`config.mk`:
```
export PLATFORM = sky130hd
export DESIGN_NAME = mul_ctrl
export DESIGN_NICKNAME = d
export VERILOG_FILES = /design/src/rtl/mul_pkg.sv /design/src/rtl/mul_sideband_pipe.sv /design/src/rtl/mul_ctrl.sv
export SDC_FILE = /design/constraint.sdc
export NUM_CORES = 1
export LEC_CHECK = 0
export BUFFER_PORTS_ARGS = -buffer_cell sky130_fd_sc_hd__buf_2
export CAP_MARGIN = 20
export CORE_AREA = 3 3 94 96
export DETAILED_ROUTE_END_ITERATION = 6
export DIE_AREA = 0 0 97 99
export PLACE_DENSITY = 0.65
export SYNTH_ARGS = -nofsm -noshare
export SYNTH_HDL_FRONTEND = slang
export SYNTH_SLANG_ARGS = --single-unit
```
`constraint.sdc`:
```
create_clock -name clk -period 1.5 [get_ports clk]
set_clock_uncertainty 0.15 [all_clocks]
set_input_delay 0.225 -clock clk [delete_from_list [all_inputs] [get_ports clk]]
set_output_delay 0.225 -clock clk [all_outputs]
set_load 0.03 [all_outputs]
```
`src/rtl/mul_pkg.sv`:
```
// Shared encodings, default latency and the per-stage sideband record for the
// multiplier sequencing controller.
package mul_pkg;

    localparam logic [1:0] MUL_OP_MUL    = 2'b00;
    localparam logic [1:0] MUL_OP_MULH   = 2'b01;
    localparam logic [1:0] MUL_OP_MULHSU = 2'b10;
    localparam logic [1:0] MUL_OP_MULHU  = 2'b11;

    localparam int MUL_LAT_DEFAULT = 3;
    localparam int MUL_TAG_W       = 5;

    typedef struct packed {
        logic                 vld;
        logic                 hi_sel;
        logic [MUL_TAG_W-1:0] tag;
    } mul_sb_t;

    // Widen a 32-bit operand to 33 bits, replicating the sign only when signed.
    function automatic logic [32:0] mul_ext(input logic [31:0] v, input logic sgn);
        return {sgn & v[31], v};
    endfunction

endpackage

```
`src/rtl/mul_sideband_pipe.sv`:
```
// Shift register of sideband records that tracks each request through the
// multiplier core, advancing in lock-step with the core clock-enable.
module mul_sideband_pipe
    import mul_pkg::*;
#(
    parameter int LAT = MUL_LAT_DEFAULT
) (
    input  logic    clk,
    input  logic    rstn,
    input  logic    i_en,
    input  logic    i_clr,
    input  mul_sb_t i_sb,
    output mul_sb_t o_sb,
    output logic    o_any_vld
);

    mul_sb_t r_stage [LAT];

    // Advance on enable; a flush drops every valid bit even while the core is frozen.
    always_ff @(posedge clk or negedge rstn) begin
        if (!rstn) begin
            for (int i = 0; i < LAT; i++) begin
                r_stage[i] <= '0;
            end
        end else if (i_clr) begin
            for (int i = 0; i < LAT; i++) begin
                r_stage[i].vld <= 1'b0;
            end
        end else if (i_en) begin
            r_stage[0] <= i_sb;
            for (int i = 1; i < LAT; i++) begin
                r_stage[i] <= r_stage[i-1];
            end
        end else begin
            r_stage <= r_stage;
        end
    end

    // Any request still travelling through the core or waiting at the output.
    always_comb begin
        o_any_vld = 1'b0;
        for (int i = 0; i < LAT; i++) begin
            o_any_vld = o_any_vld | r_stage[i].vld;
        end
    end

    assign o_sb = r_stage[LAT-1];

endmodule

```
`src/rtl/mul_ctrl.sv`:
```
// Sequencing controller for the pipelined 33x33 signed multiplier core:
// operand extension, in-flight tracking, result word select and backpressure.
module mul_ctrl
    import mul_pkg::*;
#(
    parameter int MUL_LAT = MUL_LAT_DEFAULT,
    parameter int TAG_W   = MUL_TAG_W
) (
    input  logic             clk,
    input  logic             rstn,
    input  logic             in_valid,
    output logic             in_ready,
    input  logic [1:0]       in_op,
    input  logic [31:0]      in_a,
    input  logic [31:0]      in_b,
    input  logic [TAG_W-1:0] in_tag,
    input  logic             flush,
    output logic             mul_ce,
    output logic [32:0]      mul_a,
    output logic [32:0]      mul_b,
    input  logic [65:0]      mul_p,
    output logic             out_valid,
    input  logic             out_ready,
    output logic [31:0]      out_data,
    output logic [TAG_W-1:0] out_tag,
    output logic             busy
);

    mul_sb_t w_sb_in;
    mul_sb_t w_sb_out;
    logic    w_sgn_a;
    logic    w_sgn_b;
    logic    w_ce;
    logic    w_accept;
    logic    w_unused;

    // Operand signedness per op: MULHSU treats rs2 as unsigned, MULHU both.
    always_comb begin
        w_sgn_a = 1'b1;
        w_sgn_b = 1'b1;
        case (in_op)
            MUL_OP_MUL:    begin w_sgn_a = 1'b1; w_sgn_b = 1'b1; end
            MUL_OP_MULH:   begin w_sgn_a = 1'b1; w_sgn_b = 1'b1; end
            MUL_OP_MULHSU: begin w_sgn_a = 1'b1; w_sgn_b = 1'b0; end
            MUL_OP_MULHU:  begin w_sgn_a = 1'b0; w_sgn_b = 1'b0; end
            default:       begin w_sgn_a = 1'b1; w_sgn_b = 1'b1; end
        endcase
    end

    assign mul_a = mul_ext(in_a, w_sgn_a);
    assign mul_b = mul_ext(in_b, w_sgn_b);

    // The core and the sideband freeze together whenever a result is held unaccepted.
    assign w_ce     = !w_sb_out.vld | out_ready;
    assign w_accept = in_valid & w_ce & !flush;

    // Sideband record for the request entering the core this cycle.
    always_comb begin
        w_sb_in        = '0;
        w_sb_in.vld    = w_accept;
        w_sb_in.hi_sel = (in_op != MUL_OP_MUL);
        w_sb_in.tag    = MUL_TAG_W'(in_tag);
    end

    mul_sideband_pipe #(
        .LAT (MUL_LAT)
    ) u_sideband (
        .clk       (clk),
        .rstn      (rstn),
        .i_en      (w_ce),
        .i_clr     (flush),
        .i_sb      (w_sb_in),
        .o_sb      (w_sb_out),
        .o_any_vld (busy)
    );

    assign mul_ce    = w_ce;
    assign in_ready  = w_ce & !flush;
    assign out_valid = w_sb_out.vld;
    assign out_data  = w_sb_out.hi_sel ? mul_p[63:32] : mul_p[31:0];
    assign out_tag   = TAG_W'(w_sb_out.tag);

    assign w_unused = ^mul_p[65:64];

endmodule

```
==> qor.csv, run 1 <==
stage;metric;value;unit
pwr;Sw Ratio;36.7;%
setup_path;Setup CP Type;reg2out;
setup_path;crit path buf inv count;3;
global_route;gr ovfl total;0;
route;ANT nets after route;0;
place;Final Wtd Congestion;0.643;
route;first-pass iteration count of the detailed router;2;
pwr;part of the power in the clock network;13.7;%
route;wl on met1;2030;um
pwr;PD cells;1050;nW/um^2
place;Port Buffers;122;
place;Post-Place Cell Area;2020;um^2
layout;Post-Layout Cell Count;333;
timing;RSZ-0062 raised after global routing;true;
die;I/O pins;249;
timing;Worst Tran Pin Value;0.468;ns
setup_path;CP Data Arrival Time;1.41;ns
route;DRC marker count from the first detailed-route iteration;21;
timing;Fin. Hold Viols;0;
clock_tree;Clock Path Buffers;2;
layout;Final Instance Area;2500;um^2
route;met3 WL;389;um
die;core footprint;8130;um^2
logic_synthesis;synthesized instance count;162;
logic_synthesis;Yosys cell types;18;
setup_path;crit-path cells;buf_4 -> buf_12 -> mux2_2 -> buf_6;
layout;most frequent cells in the layout;buf_2 (87), buf_6 (34), mux2_2 (32);
route;DR vias;1330;
min_path;worst hold-check path type;in2reg;
route;Vias/cell;3.99;
timing;fmax;559;MHz
die;die width;97;um
pwr;Leak Pwr;1.25;nW
clock_tree;cts bufs inserted;3;
setup_path;cell family with most CP delay;buffers and inverters;
timing;final worst path period need;1.79;ns
die;Vert. Die Dim;99;um
setup_path;Crit-path slowest cell;dfrtp_2;
place;Inst Count DP;318;
pwr;Gate power share;59.4;%
clock_tree;Sink Count;21;
logic_synthesis;largest area contributor in the netlist;dfrtp_1;
timing;period utilization;119;%
setup_path;CP required;1.12;ns
route;met2 wire len;2500;um
route;# DRC;0;
setup_path;Max stage delay on crit path;0.43;ns
pwr;VDD IR max;635;uV
setup_path;CP Max Fanout;6;
die;FP Rows;33;
logic_synthesis;top cells by area, synth;dfrtp_1 (29%), buf_4 (29%), mux2_2 (25%), mux2_4 (7.6%), buf_12 (1.1%);
logic_synthesis;number of synthesized register bits;21;
layout;share of layout cells above drive strength 1;85.1;%
layout;most common cell after layout, fill and taps aside;buf_2;
clock_tree;clk_lat worst skew;0.25;ns
logic_synthesis;Post-Synthesis Cell Area;1790;um^2
layout;# nets final;371;
setup_path;critical path startpoint category;register;
global_route;first-pass GRT wire length;7380;um
logic_synthesis;Post-Syn Nets;304;
global_route;gr usage total;9.45;%
pwr;P_sw;0.964;mW
run_status;failing checks;negative setup slack;
route;drt wl/cell;15.3;um
clock_tree;CTS Root Cell;clkbuf_8;
run_status;status;finished, violations left;
logic_synthesis;sequential area share after synthesis;29.4;%
layout;P&R area growth vs syn;39.7;%
timing;relative slew slack;68.8;%
job;max-cap violations;0;
logic_synthesis;Synth top area share;29.4;%
timing;tightest hold margin;0.0476;ns
pwr;total chip power;2.62;mW
die;die area;9600;um^2
die;effective utilization at floorplan;22.0;%
timing;Slew Viols, Final;0;
pwr;Int Pwr;1.66;mW
clock_tree;CTS tree;yes;
pwr;Sequential Power Share;26.9;%
clock_tree;# H-tree levels;1;
logic_synthesis;Yosys warning count;0;
layout;ANT cells;0;
setup_path;CP endpoint kind;output port;
place;post-DP HPWL;3660;um
global_route;vias in the first global route;1467;
global_route;initial antenna violation count;0;
timing;worst-case setup margin in the final layout;-0.288;ns
route;drt total wl;5080;um
global_route;largest net degree at the start of global routing;22;
logic_synthesis;Avg Inst Size Synth;11.0;um^2
timing;final setup fails;34;
clock_tree;Clk pin slew, worst setup/hold paths;0.07;ns
route;Top Metal Used;met4;
cell families after synthesis:
kind of cell | count (synthesis) | synth area share, %
AND/OR/NAND/NOR | 11 | 4.13
AO/OA/AOI/OAI | 5 | 1.68
multiplexers | 49 | 32.8
flip-flops | 21 | 29.4
buffers and inverters | 76 | 32.1
power by group through the flow:
stage | combinational (mW) | clock [mW] | sequential (mW)
floorplan | 1.16 | 0 | 0.696
global placement | 1.14 | 0 | 0.710
detailed placement | 1.15 | 0 | 0.714
CTS | 1.55 | 0.370 | 0.706
global route | 1.63 | 0.404 | 0.721
finish | 1.56 | 0.360 | 0.707
registers in the layout, summed over array words and instances, names as in the netlist:
name,cells
u_sideband.r_stage,14
u_sideband.o_sb,7
final cells by class:
cell class                      count  area, um^2
Sequential cell                    21         528
Inverter                            1        3.75
Fill cell                         843        5640
Clock buffer                        4        45.0
Timing Repair Buffer              137        1070
Multi-Input combinational cell     65         723
Tap cell                          105         131
cells in the mapped netlist:
master and number:
a21boi_0 1, a21oi_1 2, buf_12 1, buf_2 4
buf_4 69, buf_6 1, dfrtp_1 21, inv_1 1
mux2_2 40, mux2_4 9, nand2_1 4, nor2_1 3
nor2_8 1, nor2b_1 1, nor2b_4 1, o21ai_0 1
o31ai_1 1, or3_2 1
metal layers:
metal	vias up	track usage [%]
li1	599	-
met1	643	11.3
met2	60	15.4
met3	28	2.97
met4	0	4.54
met5	-	0
timing repair:
action / 4_1_cts / 5_1_grt
gates resized for setup: 81 / 7
buffers inserted: 6 / 2
endpoints found under the setup margin: 35 / 52
hold buffers: 1 / 0
cloned: 2 / 2
pin swaps: 1 / 0
hold endpoints to repair: 21 / 0
through the flow:
step | setup WS, ns | setup TNS, ns | util [%]
floorplan | -0.126 | -1.13 | -
global placement | -0.00602 | -0.0105 | 24.8
detailed placement | -0.0192 | -0.0539 | 24.8
CTS | -0.284 | -8.72 | 30.0
global route | -0.322 | -10.0 | 30.7
finish | -0.288 | -8.02 | 30.7
worst paths after layout:
kind / startpoint / end / slack (ns) / depth (start not counted)
min in group asynchronous: rstn / u_sideband.r_stage[16]$_DFFE_PN0P_ / 0.33 / 2
max in group asynchronous: rstn / u_sideband.o_sb[5]$_DFFE_PN0P_ / 0.52 / 2
hold / removal: in_tag[2] / u_sideband.r_stage[16]$_DFFE_PN0P_ / 0.05 / 2
hold reg to reg: u_sideband.r_stage[19]$_DFFE_PN0P_ / u_sideband.r_stage[12]$_DFFE_PN0P_ / 0.36 / 1
setup reg to reg: u_sideband.o_sb[6]$_DFFE_PN0P_ / u_sideband.r_stage[18]$_DFFE_PN0P_ / 0 / 4
setup / recovery: u_sideband.o_sb[5]$_DFFE_PN0P_ / out_data[5] / -0.29 / 4
Note: power is estimated with default switching activity, not from simulation.
==> run 2, diff against run 1 <==
--- a/config.mk
+++ b/config.mk
@@ -5,12 +5,13 @@
 export SDC_FILE = /design/constraint.sdc
 export NUM_CORES = 1
 export LEC_CHECK = 0
+export ABC_AREA = 1
 export BUFFER_PORTS_ARGS = -buffer_cell sky130_fd_sc_hd__buf_2
 export CAP_MARGIN = 20
 export CORE_AREA = 3 3 94 96
 export DETAILED_ROUTE_END_ITERATION = 6
 export DIE_AREA = 0 0 97 99
-export PLACE_DENSITY = 0.65
+export PLACE_DENSITY = 0.66
 export SYNTH_ARGS = -nofsm -noshare
 export SYNTH_HDL_FRONTEND = slang
 export SYNTH_SLANG_ARGS = --single-unit
==> constraint.sdc (replaced) <==
create_clock -name clk -period 1.5 [get_ports clk]
set_clock_uncertainty 0.15 [all_clocks]
set_input_delay 0.15 -clock clk [delete_from_list [all_inputs] [get_ports clk]]
set_output_delay 0.15 -clock clk [all_outputs]
set_load 0.03 [all_outputs]
==> qor.csv, run 2 <==
stage;metric;value;unit;change
run_status;status;finished, violations left;;unchanged
run_status;failing checks;negative setup slack;;unchanged
layout;register area;528;um^2;unchanged
logic_synthesis;synthesized instance count;275;;was 162
setup_path;CP endpoint kind;output port;;unchanged
die;die area;9600;um^2;unchanged
timing;final worst path period need;1.64;ns;was 1.79 ns
die;I/O pins;249;;unchanged
pwr;VDD IR max;477;uV;was 635 uV
job;max-cap violations;0;;unchanged
clock_tree;CTS Root Cell;clkbuf_8;;unchanged
setup_path;critical path startpoint category;register;;unchanged
clock_tree;Sink Count;21;;unchanged
setup_path;Setup CP Type;reg2out;;unchanged
logic_synthesis;top cells by area, synth;buf_4 (30%), dfrtp_1 (28%), nand2_1 (15%), o21ai_0 (8.7%), inv_1 (8.1%);;was dfrtp_1 (29%), buf_4 (29%), mux2_2 (25%), mux2_4 (7.6%), buf_12 (1.1%)
min_path;worst hold-check path type;in2reg;;unchanged
setup_path;CP Max Fanout;5;;was 6
route;drt total wl;6320;um;was 5080 um
global_route;gr ovfl total;0;;unchanged
clock_tree;CTS tree;yes;;unchanged
timing;worst-case setup margin in the final layout;-0.137;ns;was -0.288 ns
global_route;largest net degree at the start of global routing;33;;was 22
layout;# nets final;488;;was 371
timing;relative slew slack;68.5;%;was 68.8%
die;FP Rows;33;;unchanged
logic_synthesis;Synth top area share;29.6;%;was 29.4%
place;Final Wtd Congestion;0.878;;was 0.643
route;first-pass iteration count of the detailed router;4;;was 2
logic_synthesis;Yosys cell types;15;;was 18
die;Vert. Die Dim;99;um;unchanged
timing;setup TNS;-2.34;ns;was -8.02 ns
timing;period utilization;109;%;was 119%
pwr;Leak Pwr;1.57;nW;was 1.25 nW
route;DR vias;1843;;was 1330
clock_tree;clk_lat worst skew;0.26;ns;was 0.25 ns
die;core footprint;8130;um^2;unchanged
layout;P&R area growth vs syn;51.3;%;was 39.7%
logic_synthesis;number of synthesized register bits;21;;unchanged
timing;tightest hold margin;0.0212;ns;was 0.0476 ns
clock_tree;Clk pin slew, worst setup/hold paths;0.07;ns;about the same
route;ANT nets after route;0;;unchanged
die;die width;97;um;unchanged
layout;most common cell after layout, fill and taps aside;buf_2;;unchanged
clock_tree;cts bufs inserted;3;;unchanged
global_route;vias in the first global route;1705;;was 1467
logic_synthesis;top post-synthesis cells by count;buf_4 (73), nand2_1 (72), inv_1 (40);;was buf_4 (69), mux2_2 (40), dfrtp_1 (21)
timing;Fin. Hold Viols;0;;unchanged
place;post-DP HPWL;4540;um;was 3660 um
timing;Worst Tran Pin Value;0.472;ns;was 0.468 ns
layout;most frequent cells in the layout;buf_2 (88), nand2_1 (57), inv_1 (40);;was buf_2 (87), buf_6 (34), mux2_2 (32)
logic_synthesis;Post-Syn Nets;417;;was 304
route;# DRC;0;;unchanged
global_route;first-pass GRT wire length;8750;um;was 7380 um
setup_path;CP required;1.20;ns;was 1.12 ns
logic_synthesis;Avg Inst Size Synth;6.73;um^2;was 11.0 um^2
timing;Slew Viols, Final;0;;unchanged
place;Inst Count DP;429;;was 318
timing;RSZ-0062 raised after global routing;true;;unchanged
logic_synthesis;Post-Synthesis Cell Area;1850;um^2;was 1790 um^2
route;drt wl/cell;14.0;um;was 15.3 um
pwr;PD cells;903;nW/um^2;was 1050 nW/um^2
layout;area of the multi-input gates;827;um^2;was 723 um^2
layout;max reg flops;14;;unchanged
logic_synthesis;largest area contributor in the netlist;buf_4;;was dfrtp_1
global_route;initial antenna violation count;0;;unchanged
clock_tree;# H-tree levels;1;;unchanged
place;pre-CTS WS;0.0860;ns;was -0.0192 ns
logic_synthesis;Yosys warning count;0;;unchanged
place;Port Buffers;122;;unchanged
setup_path;CP Data Arrival Time;1.34;ns;was 1.41 ns
timing;final setup fails;32;;was 34
logic_synthesis;Most used DFF post-synth;dfrtp_1;;unchanged
layout;FILL cells;862;;was 843
logic_synthesis;sequential area share after synthesis;28.4;%;was 29.4%
global_route;gr usage total;11.3;%;was 9.45%
timing;fmax;611;MHz;was 559 MHz
layout;Largest Register;u_sideband.r_stage;;unchanged
clock_tree;Clock Path Buffers;2;;unchanged
logic_synthesis;EDFF count, synth;0;;unchanged
layout;Post-Layout Cell Count;450;;was 333
layout;share of layout cells above drive strength 1;55.4;%;was 85.1%
logic_synthesis;most common cell in the netlist;buf_4;;unchanged
route;Vias/cell;4.10;;was 3.99
route;DRC marker count from the first detailed-route iteration;34;;was 21
logic_synthesis;Async S/R FF share, synth;100;%;unchanged
die;effective utilization at floorplan;22.8;%;was 22.0%
layout;ANT cells;0;;unchanged
==> run 2: cell types whose count changed after synthesis, sizes merged, moves of 2 or more <==
| cell | before | now |
|---|---|---|
| inv | 1 | 40 |
| o21ai | 1 | 32 |
| clkbuf | 0 | 2 |
| nand2 | 4 | 74 |
| mux2 | 49 | 0 |
| nand3 | 0 | 22 |
| buf | 75 | 79 |
| nor2b | 2 | 0 |
==> run 2: report_power, final <==
part           leakage (nW)  switching, mW  internal, mW  total (mW)
registers             0.261         0.0372         0.632       0.669
clock network        0.0228          0.173         0.189       0.362
logic                  1.28          0.845         0.652        1.50
==> run 2: worst max-delay path, cell delays in order (launching register included) <==
cell	delay, ns
dfrtp_2	0.43
buf_6	0.15
buf_6	0.12
nand2_2	0.04
o21ai_1	0.06
buf_4	0.15
buf_6	0.13
==> run 2: final timing paths <==
kind / start / to / slack (ns) / cells after the start
setup / recovery: u_sideband.o_sb[5]$_DFFE_PN0P_ / out_data[5] / -0.14 / 6
hold / removal: out_ready / u_sideband.r_stage[20]$_DFFE_PN0P_ / 0.02 / 4
setup reg to reg: u_sideband.o_sb[6]$_DFFE_PN0P_ / u_sideband.o_sb[3]$_DFFE_PN0P_ / 0.30 / 5
hold reg to reg: u_sideband.r_stage[16]$_DFFE_PN0P_ / u_sideband.r_stage[16]$_DFFE_PN0P_ / 0.32 / 2
max in group asynchronous: rstn / u_sideband.o_sb[6]$_DFFE_PN0P_ / 0.63 / 2
min in group asynchronous: rstn / u_sideband.r_stage[14]$_DFFE_PN0P_ / 0.22 / 2
==> run 2: area by class of cell <==
cell class                 instances  share of cell area, %
clock buffer                       4                   1.61
tap                              105                   4.69
inverter                          40                   5.36
sequential                        21                   18.9
timing repair buffer             147                   39.9
multi-input combinational        133                   29.5
==> run 2: logic make-up after synthesis <==
| family | Yosys count | share of synthesized area (%) |
|---|---|---|
| buf+inv | 121 | 40.2 |
| simple gates | 99 | 22.1 |
| flops | 21 | 28.4 |
| compound gates | 34 | 9.33 |
==> run 2: what timing repair did <==
item                                    in CTS  in global routing
resized for setup                           73                 84
endpoints found under the setup margin      34                 34
hold endpoints to repair                    28                  0
gates cloned                                 0                  3
buffers inserted                             1                  5
hold buffers                                 8                  0
pin swaps                                    2                 15
==> run 2: per-layer routing <==
| layer | track usage, % | vias to the layer above | share of wire [%] |
|---|---|---|---|
| li1 | - | 907 | - |
| met1 | 13.6 | 842 | 38 |
| met2 | 17.6 | 60 | 48 |
| met3 | 4.46 | 34 | 9.6 |
| met4 | 5.18 | 0 | 3.8 |
| met5 | 0 | - | 0 |
==> run 2: stage by stage <==
stage / total power, mW / cell area (um^2) / utilization [%]
3_3_place_gp: 1.66 / 2090 / 25.6
2_1_floorplan: 1.63 / 1850 / -
5_1_grt: 2.67 / 2800 / 34.4
4_1_cts: 2.24 / 2420 / 29.8
3_5_place_dp: 1.67 / 2090 / 25.6
6_report: 2.53 / 2800 / 34.4
==> run 3, diff against run 2 <==
--- a/config.mk
+++ b/config.mk
@@ -6,7 +6,7 @@
 export NUM_CORES = 1
 export LEC_CHECK = 0
 export ABC_AREA = 1
-export BUFFER_PORTS_ARGS = -buffer_cell sky130_fd_sc_hd__buf_2
+export BUFFER_PORTS_ARGS = -buffer_cell sky130_fd_sc_hd__buf_4
 export CAP_MARGIN = 20
 export CORE_AREA = 3 3 94 96
 export DETAILED_ROUTE_END_ITERATION = 6
==> qor.csv, run 3 (synthesized netlist as in run 2, its figures left out) <==
stage;metric;value;unit;change
die;FP Rows;33;;unchanged
place;Final Wtd Congestion;0.865;;was 0.878
route;ANT nets after route;0;;unchanged
layout;Final Instance Area;2600;um^2;was 2800 um^2
setup_path;FF-to-FF Start;u_sideband.o_sb[6]$_DFFE_PN0P_;;unchanged
pwr;VDD IR max;483;uV;was 477 uV
timing;tightest hold margin;0.00612;ns;was 0.0212 ns
min_path;Worst Hold End;u_sideband.r_stage[20]$_DFFE_PN0P_;;unchanged
route;# DRC;0;;unchanged
layout;# nets final;480;;was 488
layout;share of layout cells above drive strength 1;43.6;%;was 55.4%
pwr;total chip power;2.25;mW;was 2.53 mW
global_route;largest net degree at the start of global routing;27;;was 33
global_route;gr usage total;11.5;%;was 11.3%
timing;Slew Viols, Final;0;;unchanged
setup_path;Max stage delay on crit path;0.44;ns;was 0.43 ns
min_path;worst hold-check path type;in2reg;;unchanged
timing;RSZ-0062 raised after global routing;true;;unchanged
setup_path;Setup CP Type;reg2out;;unchanged
route;drt wl/cell;13.3;um;was 14.0 um
route;Vias/cell;3.91;;was 4.10
run_status;status;finished, violations left;;unchanged
clock_tree;Clk pin slew, worst setup/hold paths;0.07;ns;about the same
clock_tree;Sink Count;21;;unchanged
layout;FILL cells;883;;was 862
timing;relative slew slack;82.3;%;was 68.5%
die;core footprint;8130;um^2;unchanged
place;post-DP HPWL;4800;um;was 4540 um
setup_path;critical path startpoint category;register;;unchanged
clock_tree;cts bufs inserted;3;;unchanged
timing;fmax;637;MHz;was 611 MHz
setup_path;Crit-path slowest cell;dfrtp_2;;unchanged
clock_tree;CTS Root Cell;clkbuf_8;;unchanged
timing;Worst Tran Pin Value;0.266;ns;was 0.472 ns
global_route;first-pass GRT wire length;8890;um;was 8750 um
place;Port Buffers;122;;unchanged
layout;P&R area growth vs syn;40.7;%;was 51.3%
pwr;PD cells;865;nW/um^2;was 903 nW/um^2
die;die width;97;um;unchanged
setup_path;reg-to-reg slack, setup;0.26;ns;was 0.30 ns
timing;Fin. Hold Viols;0;;unchanged
route;DRC marker count from the first detailed-route iteration;29;;was 34
route;DR vias;1729;;was 1843
setup_path;RR Endpoint;u_sideband.r_stage[19]$_DFFE_PN0P_;;was u_sideband.o_sb[3]$_DFFE_PN0P_
setup_path;CP Data Arrival Time;1.27;ns;was 1.34 ns
layout;register area;527;um^2;was 528 um^2
setup_path;worst r2r path cells;5;;unchanged
global_route;vias in the first global route;1694;;was 1705
route;first-pass iteration count of the detailed router;4;;unchanged
route;drt total wl;5860;um;was 6320 um
setup_path;crit-path cells;buf_12 -> o21ai_0 -> buf_4;;was buf_6 -> buf_6 -> nand2_2 -> o21ai_1 -> buf_4 -> buf_6
timing;final setup fails;29;;was 32
die;effective utilization at floorplan;22.8;%;unchanged
job;max-cap violations;0;;unchanged
layout;area of the multi-input gates;627;um^2;was 827 um^2
layout;ANT cells;0;;unchanged
timing;final worst path period need;1.57;ns;was 1.64 ns
min_path;worst hold start;out_ready;;unchanged
layout;Largest Register;u_sideband.r_stage;;unchanged
setup_path;CP required;1.20;ns;about the same
clock_tree;# H-tree levels;1;;unchanged
die;Vert. Die Dim;99;um;unchanged
global_route;gr ovfl total;0;;unchanged
place;Post-Place Cell Area;2370;um^2;was 2090 um^2
die;I/O pins;249;;unchanged
clock_tree;Clock Path Buffers;2;;unchanged
global_route;initial antenna violation count;0;;unchanged
layout;most common cell after layout, fill and taps aside;buf_4;;was buf_2
timing;worst-case setup margin in the final layout;-0.0701;ns;was -0.137 ns
clock_tree;clk_lat worst skew;0.26;ns;about the same
clock_tree;CTS tree;yes;;unchanged
setup_path;CP Max Fanout;26;;was 5
min_path;hold path depth;4;;unchanged
setup_path;CP endpoint kind;output port;;unchanged
die;die area;9600;um^2;unchanged
timing;period utilization;105;%;was 109%
layout;most frequent cells in the layout;buf_4 (120), nand2_1 (71), inv_1 (40);;was buf_2 (88), nand2_1 (57), inv_1 (40)
pwr;Leak Pwr;1.49;nW;was 1.57 nW
layout;max reg flops;14;;unchanged
run_status;failing checks;negative setup slack;;unchanged
## run 3: final cells by class
cell class              count  share of cell area, %
repair buffers            139                   43.1
inverters                  40                   5.77
multi-input cells         133                   24.1
flip-flops and latches     21                   20.2
well taps                 105                   5.05
clock inverters             1                  0.192
clock buffers               3                   1.59
## run 3: what timing repair did
action | CTS | global route
pin swaps | 0 | 1
endpoints found under the setup margin | 33 | 33
gates cloned | 0 | 0
hold buffers | 8 | 0
setup buffers | 0 | 2
endpoints found under the hold margin | 28 | 0
gates resized for setup | 23 | 6
## run 3: stage by stage
stage	utilization, %	setup WS [ns]	instances	setup TNS [ns]
after global placement	29.1	0.106	428	0
after global routing	32.0	-0.134	442	-3.10
after floorplan	-	-0.160	275	-2.40
final	32.0	-0.0701	442	-0.714
after detailed placement	29.1	0.122	428	0
after CTS	31.5	-0.0895	440	-1.34
## run 3: layer usage
layer  part of all wire (%)  GRT usage, %  vias to the layer above
met1                     40          14.2                      750
met2                     48          18.3                       56
met4                    4.0          5.83                        0
met5                      0             0                        -
met3                    8.3          3.33                       32
li1                       -             -                      891
## run 3: worst max-delay path by stage
stage                                    from            to  slack, ns
2_1_floorplan  u_sideband.o_sb[5]$_DFFE_PN0P_  out_data[22]      -0.16
3_3_place_gp   u_sideband.o_sb[5]$_DFFE_PN0P_  out_data[30]       0.11
3_5_place_dp   u_sideband.o_sb[5]$_DFFE_PN0P_  out_data[30]       0.12
4_1_cts        u_sideband.o_sb[5]$_DFFE_PN0P_   out_data[2]      -0.09
5_1_grt        u_sideband.o_sb[5]$_DFFE_PN0P_   out_data[5]      -0.13
6_report       u_sideband.o_sb[5]$_DFFE_PN0P_  out_data[23]      -0.07
## run 3: worst max-delay path, delay by kind of cell, from the launching register on
family,cells,cell delay (ns)
flip-flops,1,0.44
buffers and inverters,2,0.37
AO/OA/AOI/OAI,1,0.20
## run 3: power by group
part	internal, mW	switching, mW
logic	0.514	0.697
clock network	0.185	0.183
registers	0.632	0.0413
total	1.33	0.921
